**src/rtl/arming_sequencer.sv**
```systemverilog
// Arming/failsafe sequencer: decides when the motors may spin and clamps all four motor
// commands to a shared ceiling that ramps up on arming and down on receiver loss.
module arming_sequencer #(
    parameter int unsigned SW_THRESH = 128,
    parameter int unsigned THR_LOW   = 16,
    parameter int unsigned ARM_HOLD  = 50000,
    parameter int unsigned RAMP_DIV  = 1000,
    parameter int unsigned RAMP_STEP = 8,
    parameter int unsigned TIMEOUT   = 100000
) (
    input  logic        clk,
    input  logic        rst,
    input  logic [7:0]  throttle,
    input  logic [7:0]  switch_val,
    input  logic        rx_strobe,
    input  logic [10:0] m1_in,
    input  logic [10:0] m2_in,
    input  logic [10:0] m3_in,
    input  logic [10:0] m4_in,
    output logic [10:0] m1_out,
    output logic [10:0] m2_out,
    output logic [10:0] m3_out,
    output logic [10:0] m4_out,
    output logic        armed,
    output logic        failsafe,
    output logic [2:0]  state
);

    typedef enum logic [2:0] {
        StDisarmed = 3'd0,
        StArmWait  = 3'd1,
        StSpinup   = 3'd2,
        StArmed    = 3'd3,
        StFailsafe = 3'd4
    } state_e;

    localparam int unsigned WdW   = $clog2(TIMEOUT + 1);
    localparam int unsigned HoldW = $clog2(ARM_HOLD + 1);
    localparam int unsigned DivW  = $clog2(RAMP_DIV + 1);

    localparam logic [WdW-1:0]   WdMax    = WdW'(TIMEOUT);
    localparam logic [HoldW-1:0] HoldLast = HoldW'(ARM_HOLD - 1);
    localparam logic [DivW-1:0]  DivLast  = DivW'(RAMP_DIV - 1);
    localparam logic [7:0]       SwThr    = 8'(SW_THRESH);
    localparam logic [7:0]       ThrLow   = 8'(THR_LOW);
    localparam logic [11:0]      Step12   = 12'(RAMP_STEP);
    localparam logic [10:0]      CeilMax  = 11'd2047;

    state_e             state_q, state_d;
    logic [10:0]        ceil_q, ceil_d;
    logic [HoldW-1:0]   hold_q, hold_d;
    logic [DivW-1:0]    div_q, div_d;
    logic [WdW-1:0]     wd_q, wd_d;
    logic               low_seen_q, low_seen_d;
    logic [10:0]        m1_q, m2_q, m3_q, m4_q;
    logic [10:0]        m1_d, m2_d, m3_d, m4_d;

    logic               switch_low;
    logic               throttle_high;
    logic               rx_lost;
    logic               div_wrap;
    logic [DivW-1:0]    div_inc;
    logic [11:0]        ceil_sum;
    logic [10:0]        ceil_up;
    logic [10:0]        ceil_dn;
    logic               gate_en;

    function automatic logic [10:0] gate(input logic [10:0] cmd, input logic [10:0] lim,
                                         input logic en);
        if (!en) begin
            return 11'd0;
        end
        return (cmd < lim) ? cmd : lim;
    endfunction

    assign switch_low    = switch_val < SwThr;
    assign throttle_high = throttle > ThrLow;
    assign rx_lost       = wd_q == WdMax;

    assign div_wrap = div_q == DivLast;
    assign div_inc  = div_wrap ? '0 : div_q + 1'b1;
    // Step is computed one bit wider so the climb to full scale saturates instead of wrapping.
    assign ceil_sum = {1'b0, ceil_q} + Step12;
    assign ceil_up  = (ceil_sum > {1'b0, CeilMax}) ? CeilMax : ceil_sum[10:0];
    assign ceil_dn  = ({1'b0, ceil_q} <= Step12) ? 11'd0 : ceil_q - Step12[10:0];

    // Receiver watchdog runs regardless of state.
    always_comb begin
        wd_d = wd_q;
        if (rx_strobe) begin
            wd_d = '0;
        end else if (wd_q != WdMax) begin
            wd_d = wd_q + 1'b1;
        end
    end

    always_comb begin
        state_d    = state_q;
        ceil_d     = ceil_q;
        hold_d     = hold_q;
        div_d      = div_q;
        low_seen_d = low_seen_q | switch_low;

        if (switch_low) begin
            state_d = StDisarmed;
            ceil_d  = 11'd0;
        end else begin
            unique case (state_q)
                StDisarmed: begin
                    if (!throttle_high && !rx_lost && low_seen_q) begin
                        state_d = StArmWait;
                        hold_d  = '0;
                    end
                end
                StArmWait: begin
                    if (throttle_high || rx_lost) begin
                        state_d = StDisarmed;
                    end else if (hold_q == HoldLast) begin
                        state_d = StSpinup;
                        ceil_d  = 11'd0;
                        div_d   = '0;
                    end else begin
                        hold_d = hold_q + 1'b1;
                    end
                end
                StSpinup: begin
                    if (rx_lost) begin
                        state_d = StFailsafe;
                        div_d   = '0;
                    end else begin
                        div_d = div_inc;
                        if (div_wrap) begin
                            ceil_d = ceil_up;
                            if (ceil_up == CeilMax) begin
                                state_d = StArmed;
                            end
                        end
                    end
                end
                StArmed: begin
                    ceil_d = CeilMax;
                    if (rx_lost) begin
                        state_d = StFailsafe;
                        div_d   = '0;
                    end
                end
                StFailsafe: begin
                    // Only ramp completion (or a kill) leaves failsafe; a recovered link does not.
                    if (ceil_q == 11'd0) begin
                        state_d    = StDisarmed;
                        low_seen_d = 1'b0;
                    end else begin
                        div_d = div_inc;
                        if (div_wrap) begin
                            ceil_d = ceil_dn;
                        end
                    end
                end
                default: begin
                    state_d = StDisarmed;
                    ceil_d  = 11'd0;
                end
            endcase
        end
    end

    // Gating uses the ceiling as it stood this cycle, before any ramp update.
    always_comb begin
        gate_en = (state_q == StSpinup) || (state_q == StArmed) || (state_q == StFailsafe);
        m1_d    = gate(m1_in, ceil_q, gate_en);
        m2_d    = gate(m2_in, ceil_q, gate_en);
        m3_d    = gate(m3_in, ceil_q, gate_en);
        m4_d    = gate(m4_in, ceil_q, gate_en);
    end

    always_ff @(posedge clk) begin
        if (rst) begin
            state_q    <= StDisarmed;
            ceil_q     <= 11'd0;
            hold_q     <= '0;
            div_q      <= '0;
            wd_q       <= WdMax;
            low_seen_q <= 1'b0;
            m1_q       <= 11'd0;
            m2_q       <= 11'd0;
            m3_q       <= 11'd0;
            m4_q       <= 11'd0;
        end else begin
            state_q    <= state_d;
            ceil_q     <= ceil_d;
            hold_q     <= hold_d;
            div_q      <= div_d;
            wd_q       <= wd_d;
            low_seen_q <= low_seen_d;
            m1_q       <= m1_d;
            m2_q       <= m2_d;
            m3_q       <= m3_d;
            m4_q       <= m4_d;
        end
    end

    assign m1_out   = m1_q;
    assign m2_out   = m2_q;
    assign m3_out   = m3_q;
    assign m4_out   = m4_q;
    assign state    = state_q;
    assign armed    = state_q == StArmed;
    assign failsafe = state_q == StFailsafe;

endmodule

```
**config.mk**
```make
export PLATFORM = sky130hd
export DESIGN_NAME = arming_sequencer
export DESIGN_NICKNAME = d
export VERILOG_FILES = /design/src/rtl/arming_sequencer.sv
export SDC_FILE = /design/constraint.sdc
export NUM_CORES = 1
export LEC_CHECK = 0
export ABC_AREA = 0
export CAP_MARGIN = 0
export CORE_MARGIN = 2
export CORE_UTILIZATION = 55
export DETAILED_ROUTE_END_ITERATION = 10
export DONT_BUFFER_PORTS = 1
export GPL_ROUTABILITY_DRIVEN = 0
export PLACE_DENSITY = 0.79
export REMOVE_ABC_BUFFERS = 1
export SLEW_MARGIN = 30
export SYNTH_ARGS = -nofsm -noshare
export SYNTH_HDL_FRONTEND = slang
export SYNTH_SLANG_ARGS = --single-unit
```
**constraint.sdc**
```tcl
create_clock -name clk -period 2.8 [get_ports clk]
set_input_delay 0.56 -clock clk [delete_from_list [all_inputs] [get_ports clk]]
set_output_delay 0.56 -clock clk [all_outputs]
set_load 0.02 [all_outputs]
```
==> Word-level counts from Yosys, hierarchy flattened <==
Index checks and enable logic that the tools add are counted.
{ "classes": {"n_bitwise": 4, "n_addsub": 5, "n_lt_le_gt_ge": 8, "reduce_logical": 19, "n_eq_ne": 22, "mux": 38} }
{ "op_table": {"columns": ["op", "count"], "rows": [
  ["2-to-1 mux 11 bit", 12],
  ["2-to-1 mux 10 bit", 6],
  ["one-hot mux 11 bit (5 select lines)", 1],
  ["2-to-1 mux 16 bit", 3],
  ["less-than comparator 11 bit", 4],
  ["one-hot mux 10 bit (4 select lines)", 1],
  ["2-to-1 mux 17 bit", 2],
  ["one-hot mux 16 bit (2 select lines)", 1],
  ["2-to-1 mux 3 bit", 8],
  ["adder 17 x 1 -> 17 bit, second input constant", 1],
  ["== test 17 bit, second input constant", 1],
  ["!= test 17 bit, second input constant", 1],
  ["adder 16 x 1 -> 16 bit, second input constant", 1],
  ["== test 16 bit, second input constant", 1],
  ["one-hot mux 3 bit (5 select lines)", 1],
  ["!= test 2 bit, second input constant", 7],
  ["adder 11 x 4 -> 12 bit, second input constant", 1],
  ["> comparator 12 x 11 -> 1 bit, second input constant", 1],
  ["AND reduction 6 bit", 2],
  ["== test 11 bit, second input constant", 1],
  ["<= comparator 11 x 4 -> 1 bit, second input constant", 1],
  ["zero test 11 bit", 1],
  ["subtractor 11 x 4 -> 11 bit, second input constant", 1],
  ["adder 10 x 1 -> 10 bit, second input constant", 1],
  ["other kinds (20)", 36]
]} }
{ "totals": {"in_bits": 63, "reg_bits": 102, "word_cells": 107, "out_inout_bits": 49} }

==> Depth between registers and ports, before layout <==
Gate-level depths: netlist (run 1).
{ "logic_depth": {"word_depth": 8, "ltp_mapped": 9, "mapped_depth_nobuf": 8} }

==> Worst setup path before layout (run 1) <==
No wires, ideal clock.
{ "synth_timing": {"kind": "input-to-reg", "from": "in throttle[0]", "to": "reg div_q[6]", "required_ns": 2.728, "n_path_buf": 0, "stages": 6, "setup_time_ns": 0.072, "t_arrival_ns": 2.826, "path_slack_ns": -0.098, "cell_sequence": "or4_4 a2111oi_4 a41oi_4 or3_1 or4_1 a21oi_1"} }
{ "synth_between": {"elab_chain_len": 4} }
{ "synth_rtl": {"columns": ["element", "line", "text"], "rows": [
  ["start: declaration", "13", "input logic [7:0] throttle,"],
  ["> comparator 8 x 5 -> 1 bit", "77", "assign throttle_high = throttle > ThrLow;"],
  ["logical OR 1 bit", "116", "if (throttle_high || rx_lost) begin"],
  ["!= test 2 bit (no line)", null, null],
  ["AND reduction 6 bit (no line)", null, null],
  ["end signal: assignment", "192", "div_q <= div_d;"],
  ["end: declaration", "52", "logic [DivW-1:0] div_q, div_d;"]
]} }
No other way between the ends.
A chain may end at the register's enable or synchronous reset.

==> Final worst setup path (run 1) <==
{ "layout_timing": {"from": "reg ceil_q[5]", "to": "reg m3_q[7], in the netlist m3_out[7]"} }
{ "layout_between": {"elab_chain_len": 2} }
{ "layout_rtl": {"columns": ["element", "line", "text"], "rows": [
  ["start: declaration", "50", "logic [10:0] ceil_q, ceil_d;"],
  ["start signal: assignment", "190", "ceil_q <= ceil_d;"],
  ["less-than comparator 11 bit", "73", "return (cmd < lim) ? cmd : lim;"],
  ["2-to-1 mux 11 bit", "73", null],
  ["end signal: assignment", "197", "m3_q <= m3_d;"],
  ["end: declaration", "55", "logic [10:0] m1_q, m2_q, m3_q, m4_q;"]
]} }
No other way between the ends.

==> results_dict.tcl, run 1 <==
set metrics [dict create \
    status "finished clean" \
    r2r-end "m3_out[7]$_SDFF_PP0_" \
    antenna_found_initial 0 \
    finalMaxSlewViolations 0 \
    hp-class "input port to register" \
    rows 37 \
    maxCapViolations 0 \
    design_area_um2 6320 \
    synth_async_sr_flop_share_pct 0 \
    hold_path_end "hold_q[0]$_SDFFE_PP0P_" \
    num_antenna_cells 0 \
    synth_cell_types 55 \
    r2r_slack_ps 220 \
    ys_warn_count 0 \
    track_usage_pct 27.0 \
    holdPathStages 1 \
    die_width_um 106 \
    powerDensity_nw_per_um2 427 \
    yosys-top-cells-area "dfxtp_1 (36%), ha_1 (10%), mux2i_1 (7.9%)" \
    worstMarginPinSlew_ps 615 \
    slowest_stage "a2111oi_0" \
    grt_pass1_vias 4923 \
    synth_seq_cells 102 \
    pwr-share-clk_pct 38.4 \
    period_needed_ps 2580 \
    layout.nets 780 \
    grt_max_degree 27 \
    routed_via_density 6.38 \
    place_area_um2 6100 \
    ff2ff_path_depth 8 \
    synthFlopType "dfxtp_1" \
    avgSynthCellArea_um2 8.77 \
    h-tree-depth 3 \
    cts.hold.buffers_added 0 \
    start_kind "register" \
    drtAntennaViolNets 0 \
    drive_gt1_share_pct 9.76 \
    rsz0062_at_grt "no" \
    synth_common_cells "dfxtp_1 (102), nand2_1 (85), ha_1 (46)" \
    clkLatencyLatePin_ps 390 \
    die_area_um2 11200 \
    path_class "register to register" \
    area_delta_synth_final_pct 10.7 \
    synthCells 651 \
    hold_viol_final 0 \
    critical_path_peak_fanout 7 \
    synth_edf_count 0 \
    path_cells "inv_1, ha_1, a21o_1, a2111oi_0, o21ai_0, a221oi_2, buf_4, mux2i_1" \
    grt_pass1_wl_um 24400 \
    core_um2 10200 \
    ys_seq_area_share_pct 35.8 \
    setup-violations-final 0 \
    cts_resized 0 \
    firstDrtPassIters 5 \
    io_buffers 0 \
    comb_power_share_pct 7.1 \
    synthesis.area_um2 5710 \
    post_cts_buffers 0 \
    slowest_delay_ps 420 \
    timing.rr.start "ceil_q[5]$_SDFFE_PP0P_" \
    fin_worst_skew_ps 18.8 \
    vias 5181 \
    clkTransAtPathRegs_ps 100 \
    hp-start "rst" \
    hold_ws_ps 235 \
    grt-ovfl-total 0 \
    fmax_mhz 388 \
    p_int_mw 2.08 \
    p_leak_nw 2.24 \
    path_buf_inv 2 \
    seqPwrFrac_pct 54.5 \
    cp.required_ps 3100 \
    dp_hpwl_um 11200 \
    p_sw_mw 0.620 \
    cts-root-buf "clkbuf_8" \
    synth_largest_area_cell "dfxtp_1" \
    numCtsBuffers 9 \
    drt_iter0_markers 543 \
    clock_sinks 102 \
    yosysTopAreaCellShare_pct 35.8 \
    die-height_um 106 \
    totalWireLength_um 14900 \
    io_pins 112 \
    p_sw_share_pct 23.0 \
    crit_family "compound AO/OA/AOI/OAI gates" \
    cts_tree "yes" \
    drc 0 \
    peakVddDrop_mv 0.358 \
    synth_most_common_cell "dfxtp_1" \
    min_period_over_period_pct 92.0 \
    start_util_pct 56.1 \
    crit_path_end_kind "register" \
    max-clock-path-buffers 2 \
    arrival_ps 2870 \
    slew-limit-headroom_pct 58.7 \
    wire_per_inst_um 18.4 \
]
[layout by cell type (no fill, tap or decap), types with 3 or more instances in the layout]
cell type,count
o31ai_1,3
nor4_1,18
inv_1,18
nand2_1,85
nor4b_1,7
nor3b_1,3
xnor2_1,26
a21o_1,9
clkinvlp_4,3
o21ai_0,24
or4_1,3
nor3_1,10
clkbuf_8,10
a31oi_1,5
dfxtp_1,102
nand2b_1,10
nand3_1,24
ha_1,46
o21a_1,8
o211a_1,4
buf_4,36
o2111ai_1,4
nor2_1,44
xor2_1,10
and3_1,10
o21bai_1,8
a2111oi_0,5
mux2i_1,45
nand4_1,10
a211oi_1,7
or3_1,6
a221oi_2,4
and4_1,6
o211ai_1,3
a21oi_1,27
[registers in the layout (all words and copies together) (netlist names)]
register    flops
m4_out         11
m2_out         11
ceil_q         11
state           3
div_q          10
m1_out         11
wd_q           17
low_seen_q      1
hold_q         16
m3_out         11
[kinds of logic (layout without fill, tap and decap cells)]
group | count (synthesis) | in the layout | share of synthesized area, %
AOI/OAI and AO/OA | 129 | 129 | 16.1
xor gates and xnor gates | 36 | 36 | 5.52
adders and majority gates | 46 | 46 | 10.1
buffers and inverters | 46 | 71 | 3.02
DFF | 102 | 102 | 35.8
muxes | 45 | 45 | 7.89
and+or+nand+nor | 247 | 247 | 21.6
[how the worst max path moves through the flow]
stage                                       from                       to  slack, ps  cells past startpoint
after global placement               throttle[0]    div_q[6]$_SDFFE_PP0P_         30                      6
after CTS                 hold_q[5]$_SDFFE_PP0P_  hold_q[15]$_SDFFE_PP0P_        290                      7
after global routing      ceil_q[5]$_SDFFE_PP0P_     m2_out[8]$_SDFF_PP0_         30                      8
final                     ceil_q[5]$_SDFFE_PP0P_     m3_out[7]$_SDFF_PP0_        220                      8
after floorplan            state[2]$_SDFFE_PP0P_     m1_out[0]$_SDFF_PP0_      -1040                      5
after detailed placement             throttle[0]    div_q[6]$_SDFFE_PP0P_        -40                      6
[power by group through the flow]
stage / Sequential, mW / Clock, mW / Combinational, mW
after floorplan: 1.50 / 0 / 0.129
after global placement: 1.50 / 0 / 0.178
after detailed placement: 1.50 / 0 / 0.186
after CTS: 1.47 / 1.06 / 0.188
after global routing: 1.47 / 1.11 / 0.209
final: 1.47 / 1.04 / 0.192
[through the flow]
step	TNS [ps]	power, mW	util [%]	std cells	worst slack (ps)
after floorplan	-48380	1.63	-	623	-1040
after global placement	0	1.68	59.9	796	26.9
after detailed placement	-61.0	1.69	59.9	796	-35.4
after CTS	0	2.71	62.1	812	287
after global routing	0	2.79	62.1	812	32.6
final	0	2.70	62.1	812	225
[area by class of cell]
| class | instances | area (um2) |
|---|---|---|
| Inverter | 18 | 67.6 |
| Clock buffer | 11 | 141 |
| Fill cell | 881 | 3860 |
| Multi-Input combinational cell | 503 | 3530 |
| Tap cell | 136 | 170 |
| Clock inverter | 5 | 82.6 |
| Timing Repair Buffer | 37 | 290 |
| Sequential cell | 102 | 2040 |
[layer usage]
layer  global-route usage, %  part of all wire [%]  vias to the layer above  wire, um
met5                       0                     0                        -         0
met4                    12.5                   3.7                        0       556
met2                    43.6                    48                      248      7120
met1                    34.5                    41                     2459      6200
li1                        -                     -                     2423         -
met3                    5.57                   7.1                       51      1070
Power figures use the tool's default switching activity.
==> run 2, diff against run 1 <==
==> constraint.sdc (replaced) <==
create_clock -name clk -period 2.8 [get_ports clk]
set_input_delay 0.56 -clock clk [delete_from_list [all_inputs] [get_ports clk]]
set_output_delay 0.56 -clock clk [all_outputs]
set_load 0.05 [all_outputs]
==> results_dict.tcl, run 2 (synthesis results as in run 1) <==
set metrics [dict create \
    status "finished clean" \
    seqPwrFrac_pct 57.2 \
    comb_power_share_pct 7.6 \
    r2r-end "m1_out[6]$_SDFF_PP0_" \
    min_period_over_period_pct 93.5 \
    dp_hpwl_um 11000 \
    layout.nets 784 \
    io_pins 112 \
    holdPathStages 1 \
    io_buffers 0 \
    track_usage_pct 26.3 \
    h-tree-depth 3 \
    fmax_mhz 382 \
    drc 0 \
    area_delta_synth_final_pct 10.7 \
    hold_path_end "div_q[2]$_SDFFE_PP0P_" \
    hp-class "input port to register" \
    p_sw_share_pct 26.1 \
    fin_worst_skew_ps 15.1 \
    core_um2 10200 \
    setup-violations-final 0 \
    wire_per_inst_um 18.0 \
    grt_pass1_wl_um 23900 \
    fin_cells 816 \
    finalSetupTns_ps 0 \
    path_class "register to register" \
    clock_sinks 102 \
    antenna_found_initial 0 \
    clkLatencyLatePin_ps 390 \
    finalMaxSlewViolations 0 \
    dp.cells 800 \
    worstMarginPinSlew_ps 599 \
    max-clock-path-buffers 2 \
    slowest_stage "dfxtp_1" \
    ff2ff_path_depth 8 \
    num_antenna_cells 0 \
    p_int_mw 1.90 \
    start_kind "register" \
    top_register "wd_q" \
    die-height_um 106 \
    powerDensity_nw_per_um2 406 \
    hp-start "rst" \
    drt_iter0_markers 488 \
    period_needed_ps 2620 \
    crit_path_end_kind "register" \
    p_sw_mw 0.669 \
    crit_family "compound AO/OA/AOI/OAI gates" \
    totalWireLength_um 14700 \
    peakVddDrop_mv 0.373 \
    final_common_cell "dfxtp_1" \
    arrival_ps 2930 \
    largest_reg_flops 17 \
    numCtsBuffers 9 \
    rows 37 \
    largestRegisters "wd_q x17, hold_q x16" \
    clkTransAtPathRegs_ps 110 \
    grt-ovfl-total 0 \
    timing.rr.start "ceil_q[4]$_SDFFE_PP0P_" \
    die_area_um2 11200 \
    routed_via_density 6.26 \
    critical_path_peak_fanout 9 \
    cts_tree "yes" \
    die_width_um 106 \
    firstDrtPassIters 8 \
    r2r_slack_ps 180 \
    drtAntennaViolNets 0 \
    final_util_pct 62.0 \
    rsz0062_at_grt "no" \
    hold_ws_ps 230 \
    grt_pass1_vias 4829 \
    path_cells "inv_1, ha_1, a21o_1, a2111oi_0, o21ai_0, a221oi_2, buf_4, mux2i_1" \
    final_cell_mix "dfxtp_1 (102), nand2_1 (85), ha_1 (46)" \
    grt_max_degree 24 \
    vias 5108 \
    pwr-share-clk_pct 35.1 \
    maxCapViolations 0 \
    slowest_delay_ps 470 \
    p_leak_nw 2.26 \
    path_buf_inv 2 \
    start_util_pct 56.1 \
    hold_viol_final 0 \
    cp.required_ps 3120 \
    post_cts_buffers 0 \
    slew-limit-headroom_pct 59.7 \
    drive_gt1_share_pct 10.7 \
    power_mw 2.57 \
    cts-root-buf "clkbuf_8" \
]
## run 2: worst max path at each step
stage	from	to	slack [ps]	cells past startpoint
final	ceil_q[4]$_SDFFE_PP0P_	m1_out[6]$_SDFF_PP0_	180	8
after global routing	ceil_q[4]$_SDFFE_PP0P_	m3_out[7]$_SDFF_PP0_	7	8
after CTS	ceil_q[4]$_SDFFE_PP0P_	m2_out[6]$_SDFF_PP0_	80	8
after detailed placement	throttle[0]	hold_q[14]$_SDFFE_PP0P_	-40	8
after global placement	throttle[0]	ceil_q[1]$_SDFFE_PP0P_	20	7
after floorplan	state[2]$_SDFFE_PP0P_	m1_out[0]$_SDFF_PP0_	-1930	5
## run 2: metal layers
| metal | global-route usage, % | routed length, um |
|---|---|---|
| met2 | 42.4 | 6920 |
| met4 | 13.1 | 592 |
| met1 | 34.0 | 6150 |
| met5 | 0 | 0 |
| met3 | 4.76 | 1060 |
## run 2: area by class of cell
class	instances	area, um2
clock inverters	7	67.6
well taps	136	170
repair buffers	41	308
clock buffers	9	124
fillers	855	3870
inverters	18	67.6
flip-flops and latches	102	2040
multi-input cells	503	3540
## run 2: power by group through the flow
stage | Clock (mW) | Sequential, mW | Combinational (mW)
5_1_grt | 0.969 | 1.47 | 0.214
3_3_place_gp | 0 | 1.50 | 0.181
4_1_cts | 0.919 | 1.47 | 0.192
6_report | 0.902 | 1.47 | 0.196
3_5_place_dp | 0 | 1.50 | 0.189
2_1_floorplan | 0 | 1.50 | 0.129
## run 2: timing repair
item	CTS	global route
setup endpoints to repair	0	9
resized for setup	0	2
hold buffers	0	0
## run 2: metrics by stage
stage | worst slack, ps | cell area [um2]
3_3_place_gp | 17.0 | 6120
2_1_floorplan | -1930 | 5600
5_1_grt | 6.67 | 6320
3_5_place_dp | -36.5 | 6120
6_report | 183 | 6320
4_1_cts | 76.7 | 6310
==> run 3, diff against run 2 <==
SLEW_MARGIN = 20   (was 30)
==> results of run 3 <==
Final layout, timing and power as in run 2 (identical DEF).
==> patch 1, RTL diff (settings of run 3) <==
`hold_q`, `m1_q`, `m2_q`, `m3_q` and `m4_q` no longer have a reset.
--- a/src/rtl/arming_sequencer.sv
+++ b/src/rtl/arming_sequencer.sv
@@ -178,24 +178,22 @@
             state_q    <= StDisarmed;
             ceil_q     <= 11'd0;
-            hold_q     <= '0;
             div_q      <= '0;
             wd_q       <= WdMax;
             low_seen_q <= 1'b0;
-            m1_q       <= 11'd0;
-            m2_q       <= 11'd0;
-            m3_q       <= 11'd0;
-            m4_q       <= 11'd0;
         end else begin
             state_q    <= state_d;
             ceil_q     <= ceil_d;
-            hold_q     <= hold_d;
             div_q      <= div_d;
             wd_q       <= wd_d;
             low_seen_q <= low_seen_d;
-            m1_q       <= m1_d;
-            m2_q       <= m2_d;
-            m3_q       <= m3_d;
-            m4_q       <= m4_d;
-        end
+        end
+    end
+
+    always_ff @(posedge clk) begin
+        hold_q <= hold_d;
+        m1_q   <= m1_d;
+        m2_q   <= m2_d;
+        m3_q   <= m3_d;
+        m4_q   <= m4_d;
     end
 
Behaviour: same outputs for any inputs over 4 cycles, from zero or initial values and one cycle with rst high; that may be too few to reach the edited logic, so the function may still have changed.
==> patch 1 against run 3 <==
Count of clock-buffer cells in the layout grew 2. Sequential cell count unchanged. Power increased by 5.1%. Global-route usage decreased by 1.9 points. Worst hold slack improved by 0.0045 ns. Largest cell class unchanged. Final area is 2.4% lower. Critical path type unchanged. Worst setup slack lost 0.010 ns. Wire length down 7.5%. Via count is 8.3% lower. Synthesized area decreased by 0.68%.
==> patch 1: results (changes against run 3) <==
[run_status]
status=completed

[power]
ir_drop_mv=0.264  ; -29%
swShare_pct=23.7  ; -2.4 points

[yosys]
ys_seq_area_share_pct=38.8  ; +3.1 points
synth_edf_count=16  ; +16
syn_inst=621  ; -4.6%
synth_common_cells=nor2_1, dfxtp_1, ha_1, mux2i_1, nand2_1
ys_types=56  ; +1.8%
ys_top_cells_by_area=dfxtp_1, ha_1, edfxtp_1

[detailed_routing]
drt-pass1-iter-count=5  ; -3
via_count=4682  ; -8.3%
wl_met1_mm=5.51  ; -10%
wl_met2_mm=6.51  ; -5.9%
wl_per_cell_um=17.7  ; -1.8%
wl_met3_mm=1.18  ; +11%

[worst_setup_path]
rr_worst_depth=10  ; +2
worstPathArrival_ns=2.89  ; -0.04 ns
crit_fanout=11  ; +2
timing.rr.start=ceil_q[5]
crit_path_max_incr_delay_ns=0.49  ; +0.02 ns
cp_slowest_cell=a2111oi_0

[placement]
port_buffers=0  ; unchanged
placedCellCount=753  ; -5.9%
hpwlAfterDp_mm=10.3  ; -6.0%
place_ws_ns=0.0568  ; +0.0933 ns

[sta]
slew_headroom_pct=53.2  ; -6.5 points
finalClockSkew_ns=0.0119  ; -0.00315 ns
hold-worst-slack_ns=0.235  ; +0.00451 ns

[grt]
grt_pass1_vias=4441  ; -8.0%
grt_max_degree=28  ; +17%
grtUsageTotal_pct=24.4  ; -1.9 points

[layout]
multi_input_area_share_pct=53.4  ; -2.6 points
regArea_sq_um=2200  ; +7.8%
layout.comb_gates.multi_input=471  ; -6.4%
fin_cells=769  ; -5.8%
drive_gt1_share_pct=8.85  ; -1.9 points
signal_buffers=29  ; -29%
final-clk-cell-share_pct=3.47  ; +0.44 points
nonClkBufAreaFrac_pct=3.73  ; -1.1 points
clkbuf_count=11  ; +2
n_all_inverters=15  ; -3
final_nets=737  ; -6.0%

[clock_network]
worst_skew_pair.late_latency_ns=0.37  ; -0.02 ns
cts_buffers=9  ; unchanged
cts-root-buf=clkbuf_8

[min_path]
min_to=low_seen_q

-- patch 1: cell types whose count changed after synthesis, moves of 5 or more --
| cell | change |
|---|---|
| edfxtp_1 | +16 |
| nor2_1 | +46 |
| a221oi_1 | -5 |
| xnor2_1 | -18 |
| dfxtp_1 | -16 |
| nor4b_1 | -5 |
| nand3_1 | -7 |
| nor4_1 | -15 |
| xor2_1 | +17 |
| nand2_1 | -49 |
-- patch 1: routing by layer --
metal / up-vias / GRT usage, %
li1: 2254 / -
met1: 2180 / 28.9
met2: 214 / 41.3
met3: 34 / 6.80
met4: 0 / 10.7
met5: - / 0
-- patch 1: how the worst max path moves through the flow --
stage	endpoint	startpoint	cells after the start
floorplan	hold_q[0]	throttle[0]	4
CTS	m4_out[4]	ceil_q[4]	9
finish	m2_out[2]	ceil_q[5]	10
global placement	div_q[9]	throttle[0]	7
global route	ceil_q[7]	ceil_q[4]	8
detailed placement	div_q[9]	throttle[0]	7
-- patch 1: per-stage QoR --
step                      cell area [sq um]  setup TNS, ns
final                                  6160              0
after global routing                   6160              0
after CTS                              6160              0
after detailed placement               5950              0
after global placement                 5950              0
after floorplan                        5540         -21.20
-- patch 1: kinds of logic after synthesis --
family,count (synthesis),share of synthesized area (%)
muxes,45,7.94
DFF,102,38.8
AOI/OAI and AO/OA,122,14.7
and+or+nand+nor,223,19.7
adders and majority gates,46,10.2
buffers and inverters,48,3.33
xor gates and xnor gates,35,5.41
-- patch 1: power groups by stage --
stage                     combinational [mW]  clock (mW)  sequential [mW]
after global routing                   0.212        1.08             1.50
after floorplan                        0.143           0             1.53
after CTS                              0.190        1.03             1.50
final                                  0.191        1.01             1.50
after global placement                 0.181           0             1.53
after detailed placement               0.189           0             1.53
==> patch 2, RTL diff (settings of run 3) <==
Without the edit above. `RAMP_STEP`: 8 -> 6.
--- a/src/rtl/arming_sequencer.sv
+++ b/src/rtl/arming_sequencer.sv
@@ -6,5 +6,5 @@
     parameter int unsigned ARM_HOLD  = 50000,
     parameter int unsigned RAMP_DIV  = 1000,
-    parameter int unsigned RAMP_STEP = 8,
+    parameter int unsigned RAMP_STEP = 6,
     parameter int unsigned TIMEOUT   = 100000
 ) (
Behaviour: same outputs for any inputs over 10 cycles, from zero or initial values and one cycle with rst high; that may be too few to reach the edited logic, so the function may still have changed.
==> patch 2 against run 3 <==
Final area is 0.91% lower. Synthesized area rose by 0.37%. Combinational power fell by 5%. Sequential cell count did not move. Sequential power hardly changed. Worst setup slack got worse by 0.10 ns. Wire length up 1.2%. Maximum frequency shrank 3.7%. Largest power group unchanged. Critical path depth increased by 1. Highest routed layer unchanged. Die area rose by 0.36%. Power up 5.0%. Sequential share of layout area increased by 0.30 points.
==> patch 2: results (changes against run 3) <==
[detailed_routing]
avgViaCountPerCell=6.26  ; about the same
wl_mm=14.9  ; +1.2%
wl_met3_mm=1.40  ; +31%
drtIter0Drc=850  ; +74%
drt-pass1-iter-count=7  ; -1
wl_met1_mm=5.97  ; -2.9%

[sta]
finalClockSkew_ns=0.0174  ; +0.00232 ns
hold_viol=0  ; unchanged
fin_crit_sh_pct=97.1  ; +3.6 points
slew_headroom_pct=49.2  ; -11 points

[worst_setup_path]
rr_worst_depth=9  ; +1
reg2reg_slack_ns=0.08  ; -0.10 ns
worstPathArrival_ns=3.00  ; +0.07 ns
crit_path_max_incr_delay_ns=0.54  ; +0.07 ns
r2r-end=m2_out[2]
cp_slowest_cell=a2111oi_0

[grt]
grt_pass1_vias=4985  ; +3.2%
grt_max_degree=45  ; +88%
use_met1_pct=33.0  ; -1.0 points
use_met2_pct=44.6  ; +2.3 points
met3_usage_pct=6.68  ; +1.9 points
grt_pass1_wl_mm=24.3  ; +1.8%
grtUsageTotal_pct=27.0  ; +0.65 points

[power]
pg_comb_mw=0.186  ; -5%
leakage_nw=2.43  ; +7.6%
power.total_mw=2.70  ; +5.0%
clk-power_mw=1.04  ; +15%
switchingPower_mw=0.682  ; +1.9%

[clock_network]
worst_skew_pair.late_latency_ns=0.39  ; about the same

[placement]
placed_area_sq_um=6030  ; -1.4%

[yosys]
ys_types=61  ; +11%
synth_most_common_cell=dfxtp_1
ys_top_cells_by_area=dfxtp_1, ha_1, mux2i_1
ys_seq_area_share_pct=35.6  ; -0.13 points
synth_common_cells=dfxtp_1, nor2_1, mux2i_1, ha_1, nand2_1

[layout]
drive_gt1_share_pct=8.35  ; -2.4 points
nFillCells=853  ; -0.23%

[min_path]
min_to=low_seen_q

[run_status]
status=completed

[patch 2: cell count changes after synthesis, moves of 5 or more]
| cell | change |
|---|---|
| and2_1 | +5 |
| nand2_1 | -42 |
| nor2_1 | +50 |
| nor3_1 | +8 |
| nor4_1 | -10 |
| nor4b_1 | -5 |
| o21bai_1 | -8 |
| xnor2_1 | -6 |
| xor2_1 | +5 |
[patch 2: logic make-up after synthesis]
group / synth area share (%)
simple gates: 21.3
compound gates: 15.7
flops: 35.6
buf+inv: 3.58
mux: 8.41
fa+ha+maj: 10.0
xor+xnor: 5.35
[patch 2: layout make-up]
cell class              count  area share, %
clock inverters             6           1.42
flip-flops and latches    102           32.6
well taps                 136           2.72
repair buffers             33           3.96
inverters                  21           1.26
clock buffers              10           2.20
multi-input cells         511           55.8
[patch 2: per-stage QoR]
stage,util (%),instances
2_1_floorplan,-,634
3_3_place_gp,59.0,803
3_5_place_dp,59.0,803
4_1_cts,61.2,819
5_1_grt,61.2,819
6_report,61.2,819
